File: src/rtl/btb_predictor_if.sv
// Fetch/execute/flush bundle of the branch target buffer.
// BTB_PERF_EN adds the perf_updates/perf_mispred counter outputs.
interface btb_predictor_if;
   logic [31:0] fetch_pc;
   logic        predicted_taken;
   logic [31:0] predicted_pc;
   logic        upd_valid;
   logic [31:0] upd_pc;
   logic [31:0] upd_target;
   logic        upd_taken;
   logic        upd_is_jump;
   logic        flush_req;
   logic        busy;
`ifdef BTB_PERF_EN
   logic [31:0] perf_updates;
   logic [31:0] perf_mispred;

   modport slave (
      input  fetch_pc, upd_valid, upd_pc, upd_target, upd_taken, upd_is_jump, flush_req,
      output predicted_taken, predicted_pc, busy, perf_updates, perf_mispred
   );
   modport master (
      output fetch_pc, upd_valid, upd_pc, upd_target, upd_taken, upd_is_jump, flush_req,
      input  predicted_taken, predicted_pc, busy, perf_updates, perf_mispred
   );
`else
   modport slave (
      input  fetch_pc, upd_valid, upd_pc, upd_target, upd_taken, upd_is_jump, flush_req,
      output predicted_taken, predicted_pc, busy
   );
   modport master (
      output fetch_pc, upd_valid, upd_pc, upd_target, upd_taken, upd_is_jump, flush_req,
      input  predicted_taken, predicted_pc, busy
   );
`endif
endinterface

File: src/rtl/btb_predictor.sv
// Direct-mapped BTB with 2-bit direction counters and a one-entry-per-cycle flush sweep.
// Optional BTB_PERF_EN: saturating counters of accepted updates and mispredictions.
module btb_predictor #(
   parameter int ENTRIES = 16,
   parameter int IDX_W   = 4
) (
   input  logic            clk,
   input  logic            rst_n,
   btb_predictor_if.slave  bus
);
   localparam int TAG_W = 30 - IDX_W;

   typedef enum logic {IDLE = 1'b0, SWEEP = 1'b1} state_e;

   typedef struct packed {
      logic             valid;
      logic [TAG_W-1:0] tag;
      logic [31:0]      target;
      logic [1:0]       ctr;
   } entry_t;

   localparam entry_t RESET_ENTRY = '{valid: 1'b0, tag: '0, target: '0, ctr: 2'b01};

   entry_t           entry_q [ENTRIES];
   state_e           state_q, state_d;
   logic [IDX_W-1:0] sweep_idx_q, sweep_idx_d;
   logic             sweep_active;

   // ---------------------------------------------------------------
   // Flush sequencer
   // ---------------------------------------------------------------
   always_ff @(posedge clk or negedge rst_n) begin
      if (!rst_n) begin
         state_q     <= IDLE;
         sweep_idx_q <= '0;
      end else begin
         state_q     <= state_d;
         sweep_idx_q <= sweep_idx_d;
      end
   end

   always_comb begin
      state_d     = state_q;
      sweep_idx_d = sweep_idx_q;
      case (state_q)
         IDLE: begin
            if (bus.flush_req) begin
               state_d     = SWEEP;
               sweep_idx_d = '0;
            end
         end
         SWEEP: begin
            // A repeated flush_req here is deliberately ignored.
            if (sweep_idx_q == IDX_W'(ENTRIES - 1)) begin
               state_d     = IDLE;
               sweep_idx_d = '0;
            end else begin
               sweep_idx_d = sweep_idx_q + 1'b1;
            end
         end
         default: begin
            state_d     = IDLE;
            sweep_idx_d = '0;
         end
      endcase
   end

   always_comb begin
      sweep_active = (state_q == SWEEP);
      bus.busy     = sweep_active;
   end

   // ---------------------------------------------------------------
   // Fetch-side lookup
   // ---------------------------------------------------------------
   logic [IDX_W-1:0] f_idx;
   logic [TAG_W-1:0] f_tag;
   entry_t           f_entry;
   logic             f_hit;
   logic             f_taken;

   always_comb begin
      f_idx   = bus.fetch_pc[IDX_W+1:2];
      f_tag   = bus.fetch_pc[31:IDX_W+2];
      f_entry = entry_q[f_idx];
      f_hit   = f_entry.valid && (f_entry.tag == f_tag) && !sweep_active;
      f_taken = f_hit && f_entry.ctr[1];
   end

   assign bus.predicted_taken = f_taken;
   assign bus.predicted_pc    = f_taken ? f_entry.target : bus.fetch_pc + 32'd4;

   // ---------------------------------------------------------------
   // Execute-side training
   // ---------------------------------------------------------------
   logic [IDX_W-1:0] u_idx;
   logic [TAG_W-1:0] u_tag;
   entry_t           u_entry;
   logic             u_hit;
   logic             upd_accept;
   logic             upd_we;
   entry_t           upd_entry_d;

   always_comb begin
      u_idx       = bus.upd_pc[IDX_W+1:2];
      u_tag       = bus.upd_pc[31:IDX_W+2];
      u_entry     = entry_q[u_idx];
      u_hit       = u_entry.valid && (u_entry.tag == u_tag);
      upd_accept  = bus.upd_valid && (state_q == IDLE);
      upd_we      = upd_accept && (u_hit || bus.upd_taken);
      upd_entry_d = u_entry;
      if (u_hit) begin
         if (bus.upd_is_jump) begin
            upd_entry_d.ctr    = 2'b11;
            upd_entry_d.target = bus.upd_target;
         end else if (bus.upd_taken) begin
            if (u_entry.ctr != 2'b11) upd_entry_d.ctr = u_entry.ctr + 2'b01;
            upd_entry_d.target = bus.upd_target;
         end else begin
            if (u_entry.ctr != 2'b00) upd_entry_d.ctr = u_entry.ctr - 2'b01;
         end
      end else begin
         // Allocation on a taken miss replaces whatever occupied the slot.
         upd_entry_d.valid  = 1'b1;
         upd_entry_d.tag    = u_tag;
         upd_entry_d.target = bus.upd_target;
         upd_entry_d.ctr    = bus.upd_is_jump ? 2'b11 : 2'b10;
      end
   end

   genvar gi;
   generate
      for (gi = 0; gi < ENTRIES; gi++) begin : g_entry
         logic clr_sel;
         logic upd_sel;

         assign clr_sel = sweep_active && (sweep_idx_q == IDX_W'(gi));
         assign upd_sel = upd_we && (u_idx == IDX_W'(gi));

         always_ff @(posedge clk or negedge rst_n) begin
            if (!rst_n) begin
               entry_q[gi] <= RESET_ENTRY;
            end else if (clr_sel) begin
               entry_q[gi].valid <= 1'b0;
               entry_q[gi].ctr   <= 2'b01;
            end else if (upd_sel) begin
               entry_q[gi] <= upd_entry_d;
            end
         end
      end
   endgenerate

`ifdef BTB_PERF_EN
   // ---------------------------------------------------------------
   // Performance counters (survive flush, cleared only by reset)
   // ---------------------------------------------------------------
   logic [31:0] perf_updates_q, perf_updates_d;
   logic [31:0] perf_mispred_q, perf_mispred_d;
   logic        u_pred;

   always_comb begin
      u_pred         = u_hit && u_entry.ctr[1];
      perf_updates_d = perf_updates_q;
      perf_mispred_d = perf_mispred_q;
      if (upd_accept) begin
         if (perf_updates_q != 32'hFFFF_FFFF) perf_updates_d = perf_updates_q + 32'd1;
         if ((bus.upd_taken != u_pred) && (perf_mispred_q != 32'hFFFF_FFFF))
            perf_mispred_d = perf_mispred_q + 32'd1;
      end
   end

   always_ff @(posedge clk or negedge rst_n) begin
      if (!rst_n) begin
         perf_updates_q <= '0;
         perf_mispred_q <= '0;
      end else begin
         perf_updates_q <= perf_updates_d;
         perf_mispred_q <= perf_mispred_d;
      end
   end

   assign bus.perf_updates = perf_updates_q;
   assign bus.perf_mispred = perf_mispred_q;
`endif

   // Word-aligned PCs: the byte-offset bits carry no information.
   logic unused_pc_lsbs;
   assign unused_pc_lsbs = ^{bus.fetch_pc[1:0], bus.upd_pc[1:0]};

endmodule

File: src/flat_wrapper.sv
// flat-port wrapper written by rule: the top's interface ports become plain ports
module btb_predictor_flat 
#(
   parameter int ENTRIES = 16,
   parameter int IDX_W   = 4
)
  (clk, rst_n, bus_fetch_pc, bus_upd_valid, bus_upd_pc, bus_upd_target, bus_upd_taken, bus_upd_is_jump, bus_flush_req, bus_predicted_taken, bus_predicted_pc, bus_busy);
  btb_predictor_if bus_i ();
  input  logic clk;
  input  logic rst_n;
  input wire logic [$bits(bus_i.fetch_pc)-1:0] bus_fetch_pc;
  input wire logic [$bits(bus_i.upd_valid)-1:0] bus_upd_valid;
  input wire logic [$bits(bus_i.upd_pc)-1:0] bus_upd_pc;
  input wire logic [$bits(bus_i.upd_target)-1:0] bus_upd_target;
  input wire logic [$bits(bus_i.upd_taken)-1:0] bus_upd_taken;
  input wire logic [$bits(bus_i.upd_is_jump)-1:0] bus_upd_is_jump;
  input wire logic [$bits(bus_i.flush_req)-1:0] bus_flush_req;
  output wire logic [$bits(bus_i.predicted_taken)-1:0] bus_predicted_taken;
  output wire logic [$bits(bus_i.predicted_pc)-1:0] bus_predicted_pc;
  output wire logic [$bits(bus_i.busy)-1:0] bus_busy;
  assign bus_i.fetch_pc = bus_fetch_pc;
  assign bus_i.upd_valid = bus_upd_valid;
  assign bus_i.upd_pc = bus_upd_pc;
  assign bus_i.upd_target = bus_upd_target;
  assign bus_i.upd_taken = bus_upd_taken;
  assign bus_i.upd_is_jump = bus_upd_is_jump;
  assign bus_i.flush_req = bus_flush_req;
  assign bus_predicted_taken = bus_i.predicted_taken;
  assign bus_predicted_pc = bus_i.predicted_pc;
  assign bus_busy = bus_i.busy;
  btb_predictor #(.ENTRIES(ENTRIES), .IDX_W(IDX_W)) u_core (.clk(clk), .rst_n(rst_n), .bus(bus_i));
endmodule
File: config.mk
export PLATFORM = sky130hd
export DESIGN_NAME = btb_predictor_flat
export DESIGN_NICKNAME = d
export VERILOG_FILES = /design/src/rtl/btb_predictor_if.sv /design/src/rtl/btb_predictor.sv /design/src/flat_wrapper.sv
export SDC_FILE = /design/constraint.sdc
export NUM_CORES = 2
export LEC_CHECK = 0
export ABC_CLOCK_PERIOD_IN_PS = 5400
export CORE_ASPECT_RATIO = 0.75
export CORE_MARGIN = 3
export CORE_UTILIZATION = 41
export DETAILED_ROUTE_END_ITERATION = 7
export PLACE_DENSITY_LB_ADDON = 0.3
export RECOVER_POWER = 100
export SKIP_LAST_GASP = 1
export SLEW_MARGIN = 20
export SYNTH_ARGS = -nofsm -noshare
export SYNTH_HDL_FRONTEND = slang
export SYNTH_SLANG_ARGS = --single-unit
File: constraint.sdc
create_clock -name clk -period 5.4 [get_ports clk]
set_input_delay 0.54 -clock clk [delete_from_list [all_inputs] [get_ports clk]]
set_output_delay 0.54 -clock clk [all_outputs]
set_load 0.02 [all_outputs]
# --- Word-level counts from Yosys, hierarchy flattened ---
# Index checks and enable logic that the tools add are counted.
word_totals:
  output_inout_bits: 34
  reg_bits: 981
  inputBits: 102
classes:
  n_mux: 69
  n_reduce_logical: 75
  n_lt_le_gt_ge: 2
  eq_ne: 34
  bitwise: 19
  addsub: 4
op_table:
  columns: ["operator", "n"]
  rows:
  - ["$mux W61", 20]
  - ["$bmux W61 S4", 2]
  - ["$mux W34", 2]
  - ["$eq A4 B4 Y1 const B", 16]
  - ["$mux W32", 2]
  - ["$eq A26 B26 Y1", 2]
  - ["$logic_and A1 B1 Y1", 38]
  - ["$mux W2", 19]
  - ["$reduce_bool A2 Y1", 17]
  - ["$add A32 B3 Y32 const B", 1]
  - ["$eq A4 B3 Y1 const B", 8]
  - ["$reduce_and A2 Y1", 16]
  - ["$mux W27", 1]
  - ["$mux W1", 19]
  - ["$not A1 Y1", 17]
  - ["$eq A4 B2 Y1 const B", 4]
  - ["$ge A5 B5 Y1 const B", 2]
  - ["$not A4 Y5", 2]
  - ["$eq A4 B1 Y1 const B", 2]
  - ["$logic_not A4 Y1", 2]
  - ["$mux W4", 2]
  - ["$pmux W4 S2", 1]
  - ["$add A4 B1 Y4 const B", 1]
  - ["$ne A2 B2 Y1 const B", 2]
  - ["5 further kinds", 5]

# --- Depth between registers and ports, before layout ---
logic_depth:
  ltp_word: 11
  depth_mapped: 16
  depth_no_buf: 9

# --- Worst setup path before layout ---
# OpenSTA, ideal clock, no wires.
synth_path:
  path_type: "input to output"
  start: "in bus_fetch_pc[2]"
  end: "out bus_predicted_pc[2]"
  path_stages: 11
  arrival_time_ps: 4205
  path_slack_ps: 655
  required_time_ps: 4860
  cell_sequence: "clkbuf_1 buf_1 mux4_2 mux4_2 xnor2_1 o211ai_1 nor4_1 and4_1 clkbuf_1 clkbuf_1 mux2i_1"
synth_between:
  elab_chain_cells: 9
synth_lines:
  columns: ["element", "line_no", "text"]
  rows:
  - ["start, declared", "flat_wrapper.sv:11", "input wire logic [$bits(bus_i.fetch_pc)-1:0] bus_fetch_pc;"]
  - ["$not A4 Y5 (not written as such) (*)", "btb_predictor.sv:85", "f_entry = entry_q[f_idx];"]
  - ["$bmux W61 S4 (*)", "btb_predictor.sv:85", null]
  - ["$mux W61 (not written as such) (*) (2 in series)", "btb_predictor.sv:85", null]
  - ["$eq A26 B26 Y1", "btb_predictor.sv:86", "f_hit = f_entry.valid && (f_entry.tag == f_tag) && !sweep_active;"]
  - ["$logic_and A1 B1 Y1 (2 in series)", "btb_predictor.sv:86", null]
  - ["$logic_and A1 B1 Y1 (*)", "btb_predictor.sv:87", "f_taken = f_hit && f_entry.ctr[1];"]
  - ["via bus_predicted_taken", "flat_wrapper.sv:18", "output wire logic [$bits(bus_i.predicted_taken)-1:0] bus_predicted_taken;"]
  - ["$mux W32 (*)", "btb_predictor.sv:91", "assign bus.predicted_pc = f_taken ? f_entry.target : bus.fetch_pc + 32'd4;"]
  - ["end, declared", "flat_wrapper.sv:19", "output wire logic [$bits(bus_i.predicted_pc)-1:0] bus_predicted_pc;"]
# Mark *: on every way through the listed nets, which the timed path passes. The rest lies on a longest branch. The select of a mux whose other input is x is not followed.

# --- Worst setup path after layout ---
layout_path:
  start: "in bus_upd_pc[3]"
  end: "reg u_core.entry_q[735] (netlist name)"
layout_between:
  elab_chain_cells: 10
layout_lines:
  columns: ["element", "line_no", "text"]
  rows:
  - ["start, declared", "flat_wrapper.sv:13", "input wire logic [$bits(bus_i.upd_pc)-1:0] bus_upd_pc;"]
  - ["$not A4 Y5 (not written as such)", "btb_predictor.sv:107", "u_entry = entry_q[u_idx];"]
  - ["$bmux W61 S4", "btb_predictor.sv:107", null]
  - ["$mux W61 (not written as such) (2 in series)", "btb_predictor.sv:107", null]
  - ["$eq A26 B26 Y1", "btb_predictor.sv:108", "u_hit = u_entry.valid && (u_entry.tag == u_tag);"]
  - ["$logic_and A1 B1 Y1", "btb_predictor.sv:108", null]
  - ["$logic_or A1 B1 Y1", "btb_predictor.sv:110", "upd_we = upd_accept && (u_hit || bus.upd_taken);"]
  - ["$logic_and A1 B1 Y1", "btb_predictor.sv:110", null]
  - ["$logic_and A1 B1 Y1", "btb_predictor.sv:138", "assign upd_sel = upd_we && (u_idx == IDX_W'(gi));"]
  - ["$reduce_and A2 Y1 (no line)", null, null]
  - ["end signal, assigned by index", "btb_predictor.sv:147", "entry_q[gi] <= upd_entry_d;"]
  - ["end, declared", "btb_predictor.sv:24", "entry_t entry_q [ENTRIES];"]
# Several ways; a longest one is shown, not always the timed one. The select of a mux whose other input is x is not followed.
# A chain may end at the register's enable or synchronous reset.

==> metrics.txt <==
Post-DRT Antenna Nets 0; Hold Path Depth 2; most frequent cells in the layout mux2_2 (974), dfrtp_1 (965), mux4_2 (539); GR peak layer met2; post-synth net total 3,597; Global Route met2 Usage 0.359; TritonRoute pass-1 iters 6; Clock Path Buffers 3; GRT Util Overall 0.239; Skew-Pair Late Insertion Delay 0.74 ns; Crit. End Element flop; most common cell after layout, fill and taps aside mux2_2; hold_buf cts 1; CTS Sinks 981; Vias 33,271; Cell Area, Synth 54,200 um^2; max-slew violations 643; final hold vios 0; drt wl/cell 30.2 um; Core ar. 130,000 um^2; Max-slew headroom -0.806; Async S/R FF share, synth 1.00; Mean Syn Cell Area 15.5 um^2; Nets 3,645; grt met3 use 0.0627; Min-Delay Path Class primary input to flop; FMAX 193 MHz; status finished, violations left; Slew @ Worst Pin 2.71 ns; Worst VDD drop 279 uV; setup bufs post-CTS 0; Util after Layout 0.469; critical path required time 6.00 ns; synth warn 0; final WL 162,000 um; Die Span X 426 um; Seq/Total Area, Yosys 0.453; cells after synthesis 3,490; WS Path Type primary input to flop; Reg2Reg Depth 11; type of origin of the critical path primary input; Post-synth EDFFs 0; Die Height 321 um; PD cells 319 nW/um^2; Clock transition at path regs 0.06 ns; Leakage 27.9 nW; CTS Buf Count 101; drt via density 6.20; Row Count 114; unrepaired setup endpoints after global routing false; fin crit share 0.959; synth unique cells 69; die area 137,000 um^2; DR iter-0 viols 3,355; vias in the first global route 33,834; clock root buffer clkbuf_16; setup violators final 0; number of instances in the placed design 5,174; maxcap violations 7; Final Instance Count excl. Fillers 5,366; post-DP HPWL 101,000 um; initial core utilization 0.417; first-pass GRT wire length 240,000 um; H-tree depth 3; violated checks capacitance limit, slew limit; Seq cells post-synth 981; Port Buf Inserts 133; Critical Path AT 5.78 ns; Pwr Total 19.5 mW; initial antenna violation count 25; area delta synth->final 12.6%; top_reg_cell synth dfrtp_1; crit-path max FO 42; crit path time final 5.18 ns; Post-Route Setup TNS 0 ns; Overflow after GRT 0; Final Skew 0.0475 ns; CTS tree built; hold slack 0.441 ns; layout cells sized above 1 0.520; CTS resizes 0; # DRC 0; GPL Wtd Cong 0.851; met1 Use GR 0.342; IO Pins 136; largest net degree at the start of global routing 158
## cell type report
class / instances / area [um^2]
clock inverter: 44 / 702
inverter: 33 / 126
timing repair buffer: 295 / 2700
antenna: 5 / 12.5
multi-input combinational: 2126 / 27800
tap: 1740 / 2180
clock buffer: 142 / 2940
sequential: 981 / 24600
fill: 11287 / 69100
## critical path, cell delays in order
cell       delay, ns
buf_8           0.41
buf_4           0.29
and2_1          0.48
a22oi_1         0.21
a211oi_1        0.43
nor4bb_1        0.13
buf_4           0.17
o2111ai_1       0.08
a211o_1         0.42
nor3_1          0.17
clkbuf_1        0.18
o21ai_1         1.41
buf_12          0.37
mux2_2          0.38
## synth_stat cells (6+ instances only)
| cell | instances | area share |
|---|---|---|
| xor2_1 | 14 | 0.0023 |
| dfrtp_1 | 965 | 0.45 |
| a31oi_1 | 14 | 0.0016 |
| and3_1 | 9 | 0.0010 |
| nand3_1 | 44 | 0.0041 |
| a21o_1 | 6 | 0.00083 |
| o22ai_1 | 9 | 0.0010 |
| mux2i_1 | 123 | 0.023 |
| mux4_2 | 539 | 0.22 |
| o21ai_0 | 20 | 0.0018 |
| buf_2 | 33 | 0.0030 |
| a21boi_0 | 9 | 0.0012 |
| clkbuf_1 | 155 | 0.011 |
| a22o_1 | 8 | 0.0013 |
| buf_4 | 10 | 0.0014 |
| nor2_1 | 27 | 0.0019 |
| a221oi_1 | 7 | 0.0011 |
| nand2_1 | 78 | 0.0054 |
| a21oi_1 | 14 | 0.0013 |
| mux2_4 | 30 | 0.0083 |
| dfstp_2 | 16 | 0.0078 |
| a22oi_1 | 18 | 0.0025 |
| mux2_2 | 976 | 0.20 |
| and2_1 | 7 | 0.00081 |
| nor2b_1 | 16 | 0.0018 |
| inv_1 | 30 | 0.0021 |
| o211ai_1 | 7 | 0.00097 |
| buf_1 | 105 | 0.0073 |
| xnor2_1 | 61 | 0.0099 |
| buf_6 | 47 | 0.0098 |
| nand4_1 | 18 | 0.0021 |
## sequential cells by signal, indices dropped and copies added, names as in the netlist
name	flops
u_core.sweep_idx_q	4
u_core.bus.busy	1
u_core.entry_q	976
## where the power goes
part	switching, mW	internal, mW
combinational	1.41	1.62
clock	3.11	4.62
sequential	0.588	8.11
total	5.11	14.3
## stage by stage
stage          area (um^2)  setup slack, ns
2_1_floorplan        54200            0.655
3_3_place_gp         57900            0.402
3_5_place_dp         57900            0.363
4_1_cts              61600            0.324
5_1_grt              61000            0.130
6_report             61000            0.220
## path summary, 6_finish.rpt
check,from,to,slack [ns]
hold reg to reg,u_core.entry_q[803],u_core.entry_q[803],0.52
setup reg to reg,u_core.entry_q[477],u_core.entry_q[735],0.33
max in group asynchronous,rst_n,u_core.entry_q[189],0.97
setup / recovery,bus_upd_pc[3],u_core.entry_q[735],0.22
hold / removal,bus_flush_req,u_core.sweep_idx_q[1],0.44
min in group asynchronous,rst_n,u_core.entry_q[698],1.20
## metal layers
layer / share of wire / vias up
met5: 0.00075 / -
met4: 0.032 / 18
met3: 0.072 / 297
met2: 0.46 / 1128
met1: 0.44 / 18149
li1: - / 13679
## cell families (layout without fill, tap and decap cells)
kind of cell,after synthesis,after routing,share of synthesized area
flip-flops,981,981,0.453
adder cells (fa/ha/maj),7,7,0.00152
AO/OA/AOI/OAI,150,150,0.0199
buffers and inverters,383,514,0.0345
XOR/XNOR,75,75,0.0121
multiplexers,1668,1668,0.458
AND/OR/NAND/NOR,226,226,0.0206
other,0,5,0
No activity file was read; power rests on OpenSTA's default activity.
